<file path="config.mk">
export PLATFORM = sky130hd
export DESIGN_NAME = vram_write_arbiter
export DESIGN_NICKNAME = d
export VERILOG_FILES = /design/src/rtl/vram_pkg.sv /design/src/rtl/vram_wr_starve_guard.sv /design/src/rtl/vram_write_arbiter.sv
export SDC_FILE = /design/constraint.sdc
export NUM_CORES = 1
export LEC_CHECK = 0
export CAP_MARGIN = 20
export CORE_MARGIN = 4
export CORE_UTILIZATION = 42
export DETAILED_ROUTE_END_ITERATION = 16
export PLACE_DENSITY = 0.85
export SLEW_MARGIN = 20
export SYNTH_ARGS = -nofsm -noshare
export SYNTH_HDL_FRONTEND = slang
export SYNTH_SLANG_ARGS = --single-unit
</file>
<file path="constraint.sdc">
create_clock -name clk100 -period 3.44 [get_ports clk100]
set_input_delay 0.688 -clock clk100 [delete_from_list [all_inputs] [get_ports clk100]]
set_output_delay 0.688 -clock clk100 [all_outputs]
set_load 0.1 [all_outputs]
</file>
<file path="src/rtl/vram_pkg.sv">
// vram_pkg: shared widths, owner codes and write-arbiter state encoding.
// Revision 1.0
`default_nettype none

package vram_pkg;

  localparam int VRAM_ADDR_W = 17;
  localparam int VRAM_DATA_W = 8;

  localparam logic OWNER_CPU = 1'b0;
  localparam logic OWNER_DMA = 1'b1;

  typedef enum logic {
    ST_IDLE  = 1'b0,
    ST_WRITE = 1'b1
  } vram_wr_state_e;

endpackage

`default_nettype wire

</file>
<file path="src/rtl/vram_wr_starve_guard.sv">
// vram_wr_starve_guard: CPU-priority winner select with a DMA starvation counter.
// Revision 1.0
`default_nettype none

module vram_wr_starve_guard
  import vram_pkg::*;
#(
  parameter int DMA_STARVE_MAX = 4
) (
  input  logic clk100,
  input  logic reset_n,
  input  logic idle_i,
  input  logic fifo_full_i,
  input  logic cpu_req_i,
  input  logic dma_req_i,
  output logic accept_o,
  output logic dma_wins_o
);

  localparam logic [3:0] C_STARVE_MAX = 4'(DMA_STARVE_MAX);

  logic [3:0] starve_q;
  logic [3:0] starve_d;

  assign accept_o   = idle_i && !fifo_full_i && (cpu_req_i || dma_req_i);
  assign dma_wins_o = dma_req_i && (!cpu_req_i || (starve_q == C_STARVE_MAX));

  // Only IDLE decisions move the counter; a full-FIFO stall holds it while DMA waits.
  always_comb begin
    starve_d = starve_q;
    if (idle_i) begin
      if (!dma_req_i) begin
        starve_d = '0;
      end else if (accept_o) begin
        if (dma_wins_o) begin
          starve_d = '0;
        end else if (starve_q != C_STARVE_MAX) begin
          starve_d = starve_q + 4'd1;
        end
      end
    end
  end

  always_ff @(posedge clk100 or negedge reset_n) begin
    if (!reset_n) begin
      starve_q <= '0;
    end else begin
      starve_q <= starve_d;
    end
  end

endmodule

`default_nettype wire

</file>
<file path="src/rtl/vram_write_arbiter.sv">
// vram_write_arbiter: shares the VRAM write FIFO between CPU and DMA, one push per 2 cycles.
// Revision 1.0 -- optional statistics counters enabled by VRAM_WR_STATS_EN.
`default_nettype none

module vram_write_arbiter
  import vram_pkg::*;
#(
  parameter int ADDR_W         = VRAM_ADDR_W,
  parameter int DATA_W         = VRAM_DATA_W,
  parameter int DMA_STARVE_MAX = 4
) (
  input  logic              clk100,
  input  logic              reset_n,
  input  logic              cpu_req,
  input  logic [ADDR_W-1:0] cpu_addr,
  input  logic [DATA_W-1:0] cpu_data,
  output logic              cpu_ack,
  input  logic              dma_req,
  input  logic [ADDR_W-1:0] dma_addr,
  input  logic [DATA_W-1:0] dma_data,
  output logic              dma_ack,
  input  logic              fifo_full,
  output logic              fifo_wr_en,
  output logic [ADDR_W-1:0] fifo_wr_addr,
  output logic [DATA_W-1:0] fifo_wr_data,
  output logic              grant_dma
`ifdef VRAM_WR_STATS_EN
  ,
  input  logic              stats_clr,
  output logic [15:0]       cpu_wr_count,
  output logic [15:0]       dma_wr_count,
  output logic [15:0]       stall_count
`endif
);

  vram_wr_state_e    state_q;
  logic              wr_en_q;
  logic              cpu_ack_q;
  logic              dma_ack_q;
  logic              grant_q;
  logic [ADDR_W-1:0] addr_q;
  logic [DATA_W-1:0] data_q;

  logic w_idle;
  logic w_accept;
  logic w_dma_wins;

  assign w_idle = (state_q == ST_IDLE);

  vram_wr_starve_guard #(
    .DMA_STARVE_MAX(DMA_STARVE_MAX)
  ) u_guard (
    .clk100     (clk100),
    .reset_n    (reset_n),
    .idle_i     (w_idle),
    .fifo_full_i(fifo_full),
    .cpu_req_i  (cpu_req),
    .dma_req_i  (dma_req),
    .accept_o   (w_accept),
    .dma_wins_o (w_dma_wins)
  );

  // WRITE is a mandatory gap cycle so a requester reacting to ack is never re-accepted.
  always_ff @(posedge clk100 or negedge reset_n) begin
    if (!reset_n) begin
      state_q   <= ST_IDLE;
      wr_en_q   <= 1'b0;
      cpu_ack_q <= 1'b0;
      dma_ack_q <= 1'b0;
      grant_q   <= OWNER_CPU;
      addr_q    <= '0;
      data_q    <= '0;
    end else begin
      case (state_q)
        ST_IDLE: begin
          wr_en_q   <= w_accept;
          cpu_ack_q <= w_accept && !w_dma_wins;
          dma_ack_q <= w_accept && w_dma_wins;
          if (w_accept) begin
            state_q <= ST_WRITE;
            grant_q <= w_dma_wins ? OWNER_DMA : OWNER_CPU;
            addr_q  <= w_dma_wins ? dma_addr : cpu_addr;
            data_q  <= w_dma_wins ? dma_data : cpu_data;
          end
        end
        default: begin
          state_q   <= ST_IDLE;
          wr_en_q   <= 1'b0;
          cpu_ack_q <= 1'b0;
          dma_ack_q <= 1'b0;
        end
      endcase
    end
  end

  assign fifo_wr_en   = wr_en_q;
  assign cpu_ack      = cpu_ack_q;
  assign dma_ack      = dma_ack_q;
  assign grant_dma    = grant_q;
  assign fifo_wr_addr = addr_q;
  assign fifo_wr_data = data_q;

`ifdef VRAM_WR_STATS_EN
  logic [15:0] cpu_cnt_q;
  logic [15:0] dma_cnt_q;
  logic [15:0] stall_cnt_q;

  always_ff @(posedge clk100 or negedge reset_n) begin
    if (!reset_n) begin
      cpu_cnt_q   <= '0;
      dma_cnt_q   <= '0;
      stall_cnt_q <= '0;
    end else if (stats_clr) begin
      cpu_cnt_q   <= '0;
      dma_cnt_q   <= '0;
      stall_cnt_q <= '0;
    end else begin
      if (cpu_ack_q) cpu_cnt_q <= cpu_cnt_q + 16'd1;
      if (dma_ack_q) dma_cnt_q <= dma_cnt_q + 16'd1;
      if (w_idle && fifo_full && (cpu_req || dma_req)) stall_cnt_q <= stall_cnt_q + 16'd1;
    end
  end

  assign cpu_wr_count = cpu_cnt_q;
  assign dma_wr_count = dma_cnt_q;
  assign stall_count  = stall_cnt_q;
`endif

endmodule

`default_nettype wire
</file>
==> results of run 1 <==
==> power groups by stage <==
stage	logic, W	registers, W	clock network (W)
after CTS	0.000718	0.000479	0.000285
after detailed placement	0.000716	0.000484	0
after global routing	0.000739	0.000485	0.000303
after floorplan	0.000106	0.000875	0
after global placement	0.000706	0.000482	0
final	0.000714	0.000479	0.000281
==> worst paths after layout <==
path	to	cells after the start	slack, ns
setup reg to reg	fifo_wr_data[3]	6	1.22
max in group asynchronous	fifo_wr_data[1]	2	2.34
setup / recovery	grant_dma	1	0.95
min in group asynchronous	u_guard.starve_q[1]	2	0.81
hold / removal	grant_dma	1	0.54
hold reg to reg	grant_dma	1	0.54
==> final cells by class <==
type,count,area (sq um)
clock buffer,7,76.3
clock inverter,1,7.51
fill,264,973
inverter,6,22.5
multi-input combinational,73,654
sequential,33,826
tap,46,57.6
timing repair buffer,86,851
==> layout by cell type, fill, tap and decap left out, types with 2 or more instances in the layout <==
cell type and instances:
clkdlybuf4s50_1 82, a221o_1 11, a221o_2 14, clkbuf_1 2, nand2_1 3, dfrtp_1 33
a21boi_0 25, o21ai_0 3, ha_1 2, inv_1 6, buf_4 4, clkbuf_8 5
==> registers in the layout, indices dropped and copies added (netlist names) <==
name	count
state_q	1
grant_dma	1
fifo_wr_addr	17
dma_ack	1
cpu_ack	1
fifo_wr_data	8
u_guard.starve_q	4
==> metal layers <==
layer,track usage [%],vias up
met1,25.2,693
met2,35.7,55
met5,0,-
li1,-,646
met3,5.67,6
met4,8.27,0
==> stage by stage <==
step                std cells  util (%)  power, W  instance area (sq um)
finish                    252      71.9   0.00147                   2490
global route              252      71.9   0.00153                   2490
CTS                       252      71.9   0.00148                   2490
detailed placement        244      69.5   0.00120                   2410
global placement          244      69.5   0.00119                   2410
floorplan                 122         -  0.000982                   1560
==> cells by family (layout without fill, tap and decap cells) <==
family,count (synthesis),count (layout),synth area share (%)
AO/OA/AOI/OAI,61,61,35.7
flip-flops,33,33,53.0
buffers and inverters,16,100,5.06
AND/OR/NAND/NOR,10,10,4.66
adder cells (fa/ha/maj),2,2,1.60
==> impl_metrics.ini, run 1 <==
[routing]
wl_met3_um = 300
wl_met2_um = 2430
drc = 0
drtPass1Iterations = 4
num_vias = 1400
drt_wl_total_um = 4660
viasPerCell = 5.56
wl_per_cell_um = 18.5
drtAntennaViolNets = 0
drtIter0Drc = 83
drt-met1-wl_um = 1860
dr.max_layer_used = met4

[floorplan]
placementRows = 21
ioPinCount = 84
die_area_sq_um = 4750
start_util_pct = 44.9
coreArea_sq_um = 3470
fp.dieW_um = 68.9
die-height_um = 68.9

[global_routing]
grt_pass1_vias = 1504
grt_max_degree = 34
overflow = 0
grt_pass1_wl_um = 7330
track_usage_pct = 21.0
antenna_found_initial = 0

[worst_hold_path]
min_path_type = reg2reg
holdCritStartpoint = grant_dma

[power]
switchingPower_w = 0.000677
powerDensity_nw_per_um2 = 591
p_clk_share_pct = 19.1
p_comb_share_pct = 48.4
leakagePower_nw = 1.04
p_int_w = 0.000797
p_seq_share_pct = 32.5
ir_drop_v = 0.000377
p_sw_share_pct = 45.9

[logic_synthesis]
synth_top_cell_area_share_pct = 53.0
async_flop_share_pct = 100
synth-edff-count = 0
syn-cell-area_sq_um = 1560
ys_top_cells_by_count = 33 x dfrtp_1, 25 x a21boi_0, 14 x a221o_2, 11 x a221o_1, 6 x inv_1
synth_seq_cells = 33
synth_cell_types = 27
synth_most_common_cell = dfrtp_1
yosysTopAreaCell = dfrtp_1
synth_ff_type = dfrtp_1
synthTopCellsByArea = dfrtp_1 53%, a21boi_0 12%, a221o_2 10%
yosysSeqAreaShare_pct = 53.0
synth_fp_nets = 179
avgSynthCellArea_sq_um = 12.8
yosysWarnings = 0
postSynthCellCount = 122

[cts]
holdBufCountCts = 0
cts_resized = 0
clkSinkCount = 33
cts_setup_buffers = 0
clk_pin_slew_ns = 0.06
numCtsBuffers = 5
htree_levels = 2
cts_tree = yes
insertion_delay_ns = 0.28
clockBufferDepth = 2
clockRootBuffer = clkbuf_8

[timing]
rsz0062_at_grt = false
period_share_pct = 72.3
worstMarginPinSlew_ns = 0.985
timing.setup.tns_ns = 0
fmax_mhz = 402
period_needed_ns = 2.49
hold_viol_final = 0
relSlewSlack_pct = 34.1
whs_ns = 0.537
setup_ws_ns = 0.953
finalMaxSlewViolations = 0
finalClockSkew_ns = 0.00297
finalSetupViolations = 0

[setup_path]
cp_slowest_cell = clkdlybuf4s50_1
crit_path_start_kind = flip-flop
path_buf_inv = 1
cp_cell_sequence = clkdlybuf4s50_1
endpoint_kind = primary output
crit_family = buffers and inverters
r2r-start = u_guard.starve_q[0]
worstSetupPathType = reg2out
required_ns = 2.75
critPathMaxStageDelay_ns = 1.14
startpoint = grant_dma
crit_fanout = 2
critPathArrivalTime_ns = 1.80

[flow_run]
maxCapViolations = 0

[placement]
port_buffers = 83
place_hpwl_um = 3450
gp_congestion = 0.805
pre_cts_slack_ns = 0.739

[cells_and_area]
diodes = 0
area_growth_pct = 60.0
nNetsFinal = 262
drive_gt1_share_pct = 14.1

[outcome]
status = completed
(Power assumes the default switching activity.)
==> run 2: changes to the inputs <==
--- a/config.mk
+++ b/config.mk
@@ -7,9 +7,9 @@
 export LEC_CHECK = 0
 export CAP_MARGIN = 20
 export CORE_MARGIN = 4
-export CORE_UTILIZATION = 42
+export CORE_UTILIZATION = 35
 export DETAILED_ROUTE_END_ITERATION = 16
-export PLACE_DENSITY = 0.85
+export PLACE_DENSITY = 0.76
 export SLEW_MARGIN = 20
 export SYNTH_ARGS = -nofsm -noshare
 export SYNTH_HDL_FRONTEND = slang
==> constraint.sdc (replaced) <==
create_clock -name clk100 -period 2.25 [get_ports clk100]
set_input_delay 0.45 -clock clk100 [delete_from_list [all_inputs] [get_ports clk100]]
set_output_delay 0.45 -clock clk100 [all_outputs]
set_load 0.1 [all_outputs]
==> run 2 against run 1 <==
Net effect:
- first-iteration DRC count decreased by 39%
- sequential share of layout area increased by 0.44 points
- hold slack got worse by 0.023 ns
- clock skew rose by 0.0026 ns
- setup slack worse by 0.52 ns
- register-to-register slack got worse by 0.74 ns
- non-clock buffer count grew 2
- utilization decreased by 15 points
- wire length down 4.8%
- via count is 2.6% lower
- final area is 1.3% lower
==> impl_metrics.ini, run 2 (synthesized netlist as in run 1, its figures left out) <==
[routing]
viasPerCell = 5.27
drtPass1Iterations = 4
drc = 0
drtIter0Drc = 51
drt_wl_total_um = 4440
num_vias = 1364
drtAntennaViolNets = 0
wl_per_cell_um = 17.1

[placement]
dp_cells = 252
place_hpwl_um = 3140
gp_congestion = 0.761
port_buffers = 83

[cts]
htree_levels = 2
numCtsBuffers = 5
clk_pin_slew_ns = 0.06
cts_tree = yes
clockBufferDepth = 2
cts_resized = 0
clkSinkCount = 33
clockRootBuffer = clkbuf_8
insertion_delay_ns = 0.28
holdBufCountCts = 0
cts_setup_buffers = 0

[global_routing]
grt_max_degree = 34
grt_pass1_vias = 1410
grt_pass1_wl_um = 6780
track_usage_pct = 15.9
antenna_found_initial = 0
overflow = 0

[cells_and_area]
final_cell_mix = 54 x clkdlybuf4s50_1, 33 x dfrtp_1, 33 x buf_4
area_growth_pct = 57.9
layout_commonest_cell = clkdlybuf4s50_1
largest_reg_flops = 17
drive_gt1_share_pct = 28.5
fin_cells = 259
diodes = 0
nNetsFinal = 264

[timing]
finalMaxSlewViolations = 0
rsz0062_at_grt = false
timing.setup.tns_ns = 0
finalSetupViolations = 0
fmax_mhz = 551
worstMarginPinSlew_ns = 0.440
finalClockSkew_ns = 0.00556
period_needed_ns = 1.81
relSlewSlack_pct = 70.7
period_share_pct = 80.6
hold_viol_final = 0

[floorplan]
die_area_sq_um = 5590
placementRows = 24
die-height_um = 74.7
ioPinCount = 84
fp.dieW_um = 74.7
coreArea_sq_um = 4320
start_util_pct = 36.1

[flow_run]
maxCapViolations = 0

[setup_path]
endpoint_kind = flip-flop
critPathMaxStageDelay_ns = 0.60
crit_path_start_kind = input port
critPathArrivalTime_ns = 1.98
cp_slowest_cell = clkdlybuf4s50_1
required_ns = 2.41
worstSetupPathType = in2reg
crit_fanout = 26
cp_cell_sequence = clkdlybuf4s50_1, or2_2, a21boi_0, a221o_2

[power]
powerDensity_nw_per_um2 = 911
leakagePower_nw = 1.09
ir_drop_v = 0.000544

[worst_hold_path]
min_path_type = reg2reg

[outcome]
status = completed
-- run 2: worst max-delay path, delay by kind of cell --
kind | cells | cell delay [ns]
buf+inv | 1 | 0.60
compound gates | 2 | 0.48
simple gates | 1 | 0.45
-- run 2: layer usage --
layer	vias up	part of all wire (%)	wire, um	global-route usage [%]
met1	664	39	1730	19.8
met3	6	8.0	354	4.01
met4	0	1.8	80	6.52
li1	646	-	-	-
met2	48	51	2280	26.4
met5	-	0	0	0
-- run 2: worst paths after layout --
path,startpoint,endpoint,slack [ns],cells after the start
min in group asynchronous,reset_n,fifo_wr_addr[14],0.56,2
min reg2reg,grant_dma,grant_dma,0.51,1
max reg2reg,u_guard.starve_q[0],fifo_wr_data[3],0.48,6
max in group asynchronous,reset_n,fifo_wr_addr[6],1.38,2
max,cpu_req,fifo_wr_addr[16],0.44,4
min,grant_dma,grant_dma,0.51,1
-- run 2: layout make-up --
| cell class | instances | area, sq um |
|---|---|---|
| fill | 389 | 1860 |
| timing repair buffer | 88 | 808 |
| inverter | 6 | 22.5 |
| multi-input combinational | 73 | 654 |
| sequential | 33 | 826 |
| clock buffer | 7 | 86.3 |
| tap | 52 | 65.1 |
-- run 2: per-stage QoR --
step                utilization, %  total power, W  instance area [sq um]  setup WS [ns]  hold slack (ns)
floorplan                        -         0.00150                   1560          0.140            0.154
global placement              54.9         0.00180                   2380          0.159            0.497
detailed placement            54.9         0.00180                   2380          0.155            0.502
CTS                           56.9         0.00226                   2460          0.453            0.517
global route                  56.9         0.00232                   2460          0.323            0.545
finish                        56.9         0.00224                   2460          0.437            0.513
-- run 2: where the power goes --
group / switching, W / internal (W) / total, W
clock network: 0.000211 / 0.000243 / 0.000454
logic: 0.000765 / 0.000297 / 0.00106
registers: 0.0000503 / 0.000678 / 0.000728
total: 0.00103 / 0.00122 / 0.00224
==> run 3: changes to the inputs <==
--- a/config.mk
+++ b/config.mk
@@ -7,9 +7,9 @@
 export LEC_CHECK = 0
 export CAP_MARGIN = 20
 export CORE_MARGIN = 4
-export CORE_UTILIZATION = 35
+export CORE_UTILIZATION = 39
 export DETAILED_ROUTE_END_ITERATION = 16
-export PLACE_DENSITY = 0.76
+export PLACE_DENSITY = 0.8
 export SLEW_MARGIN = 20
 export SYNTH_ARGS = -nofsm -noshare
 export SYNTH_HDL_FRONTEND = slang
==> constraint.sdc (replaced) <==
create_clock -name clk100 -period 1.77 [get_ports clk100]
set_input_delay 0.354 -clock clk100 [delete_from_list [all_inputs] [get_ports clk100]]
set_output_delay 0.354 -clock clk100 [all_outputs]
set_load 0.1 [all_outputs]
==> run 3 against run 2 <==
Net effect:
- total power is 51% higher
- hold slack worse by 0.056 ns
- sequential power is 36% higher
- count of clock-buffer cells in the layout stayed put
- setup slack worse by 0.37 ns
- largest power group unchanged
==> impl_metrics.ini, run 3 (synthesized netlist as in run 1, its figures left out) <==
[power]
powerDensity_nw_per_um2 = 1150
leakagePower_nw = 1.26
ir_drop_v = 0.000721

[cells_and_area]
area_growth_pct = 88.4
largest_reg_flops = 17
fin_area_sq_um = 2940
drive_gt1_share_pct = 31.6
diodes = 0
final_cell_mix = 54 x clkdlybuf4s50_1, 32 x dfrtp_1, 31 x buf_12
layout_commonest_cell = clkdlybuf4s50_1
nNetsFinal = 271
fillCellCount = 219

[floorplan]
coreArea_sq_um = 3770
ioPinCount = 84
fp.dieW_um = 71.2
die_area_sq_um = 5070
placementRows = 22
start_util_pct = 41.3
die-height_um = 71.2

[routing]
drt_wl_total_um = 5030
wl_met3_um = 453
wl_met2_um = 2650
num_vias = 1484
dr.max_layer_used = met4
wl_per_cell_um = 19.1
drtIter0Drc = 166
drtPass1Iterations = 4
drt-met1-wl_um = 1860
drtAntennaViolNets = 0
drc = 0
viasPerCell = 5.64

[timing]
worstMarginPinSlew_ns = 0.418
finalSetupViolations = 0
finalClockSkew_ns = 0.00623
fmax_mhz = 589
finalMaxSlewViolations = 0
rsz0062_at_grt = false
relSlewSlack_pct = 72.1
whs_ns = 0.457
timing.setup.tns_ns = 0
period_needed_ns = 1.70
hold_viol_final = 0
period_share_pct = 96.0

[cts]
insertion_delay_ns = 0.29
clkSinkCount = 33
clk_pin_slew_ns = 0.07
clockBufferDepth = 2
cts_tree = yes
htree_levels = 2
numCtsBuffers = 5
clockRootBuffer = clkbuf_8

[placement]
place_hpwl_um = 3530
gp_congestion = 0.858
dpl-instance-area_sq_um = 2790
port_buffers = 83

[setup_path]
critPathArrivalTime_ns = 1.87
r2r_cells = 6
crit_path_start_kind = flip-flop
reg2reg_slack_ns = 0.07
r2r-end = fifo_wr_addr[10]
crit_fanout = 26
required_ns = 1.94
worstSetupPathType = reg2reg
endpoint_kind = flip-flop
r2r-start = u_guard.starve_q[1]

[global_routing]
overflow = 0
track_usage_pct = 20.7
grt_max_degree = 34
grt_pass1_wl_um = 7960
grt_pass1_vias = 1587
antenna_found_initial = 0

[worst_hold_path]
min_path_type = in2async

[outcome]
status = completed

[flow_run]
maxCapViolations = 0
-- run 3: power by group --
part	switching [W]	leakage, nW	internal [W]
Sequential	0.000125	0.416	0.000863
Combinational	0.000990	0.787	0.000661
Clock	0.000281	0.0585	0.000459
Total	0.00140	1.26	0.00198
-- run 3: final cells by class --
cell class | count | area, sq um | share of cell area, %
Multi-Input combinational cell | 73 | 654 | 22.3
Sequential cell | 33 | 830 | 28.2
Tap cell | 48 | 60.1 | 2.05
Clock buffer | 7 | 86.3 | 2.94
Timing Repair Buffer | 95 | 1250 | 42.7
Clock inverter | 1 | 30.0 | 1.02
Inverter | 6 | 22.5 | 0.767
-- run 3: timing repair --
item / in CTS / in global routing
resized for setup: 0 / 0
endpoints found under the setup margin: 0 / 2
hold buffers: 0 / 0
buffers inserted: 0 / 1
-- run 3: critical path, stage by stage, from the launching register on --
cell      delay [ns]
dfrtp_1         0.42
inv_1           0.07
ha_1            0.21
nand3b_4        0.11
o211a_1         0.25
buf_12          0.17
a221o_2         0.34
-- run 3: per-stage QoR --
stage	util (%)	setup slack, ns	power [W]	instances
CTS	77.0	0.0760	0.00340	261
floorplan	-	0.0293	0.00191	122
global placement	73.9	-0.0456	0.00262	253
finish	77.9	0.0710	0.00338	263
detailed placement	73.9	-0.126	0.00265	253
global route	77.9	0.0312	0.00349	263
-- run 3: how the worst max path moves through the flow --
stage                             start               end  slack, ns  cells past startpoint
finish              u_guard.starve_q[1]  fifo_wr_addr[10]       0.07                      6
global placement                dma_req   fifo_wr_addr[9]      -0.05                      4
global route                    dma_req   fifo_wr_addr[8]       0.03                      4
detailed placement              dma_req   fifo_wr_data[5]      -0.13                      4
CTS                 u_guard.starve_q[1]   fifo_wr_data[5]       0.08                      6
floorplan           u_guard.starve_q[0]   fifo_wr_data[4]       0.03                      7
-- run 3: metal layers --
metal	vias to the layer above	GRT usage [%]
met5	-	0
met4	0	9.81
met3	6	8.13
met2	81	34.0
met1	729	23.7
li1	668	-
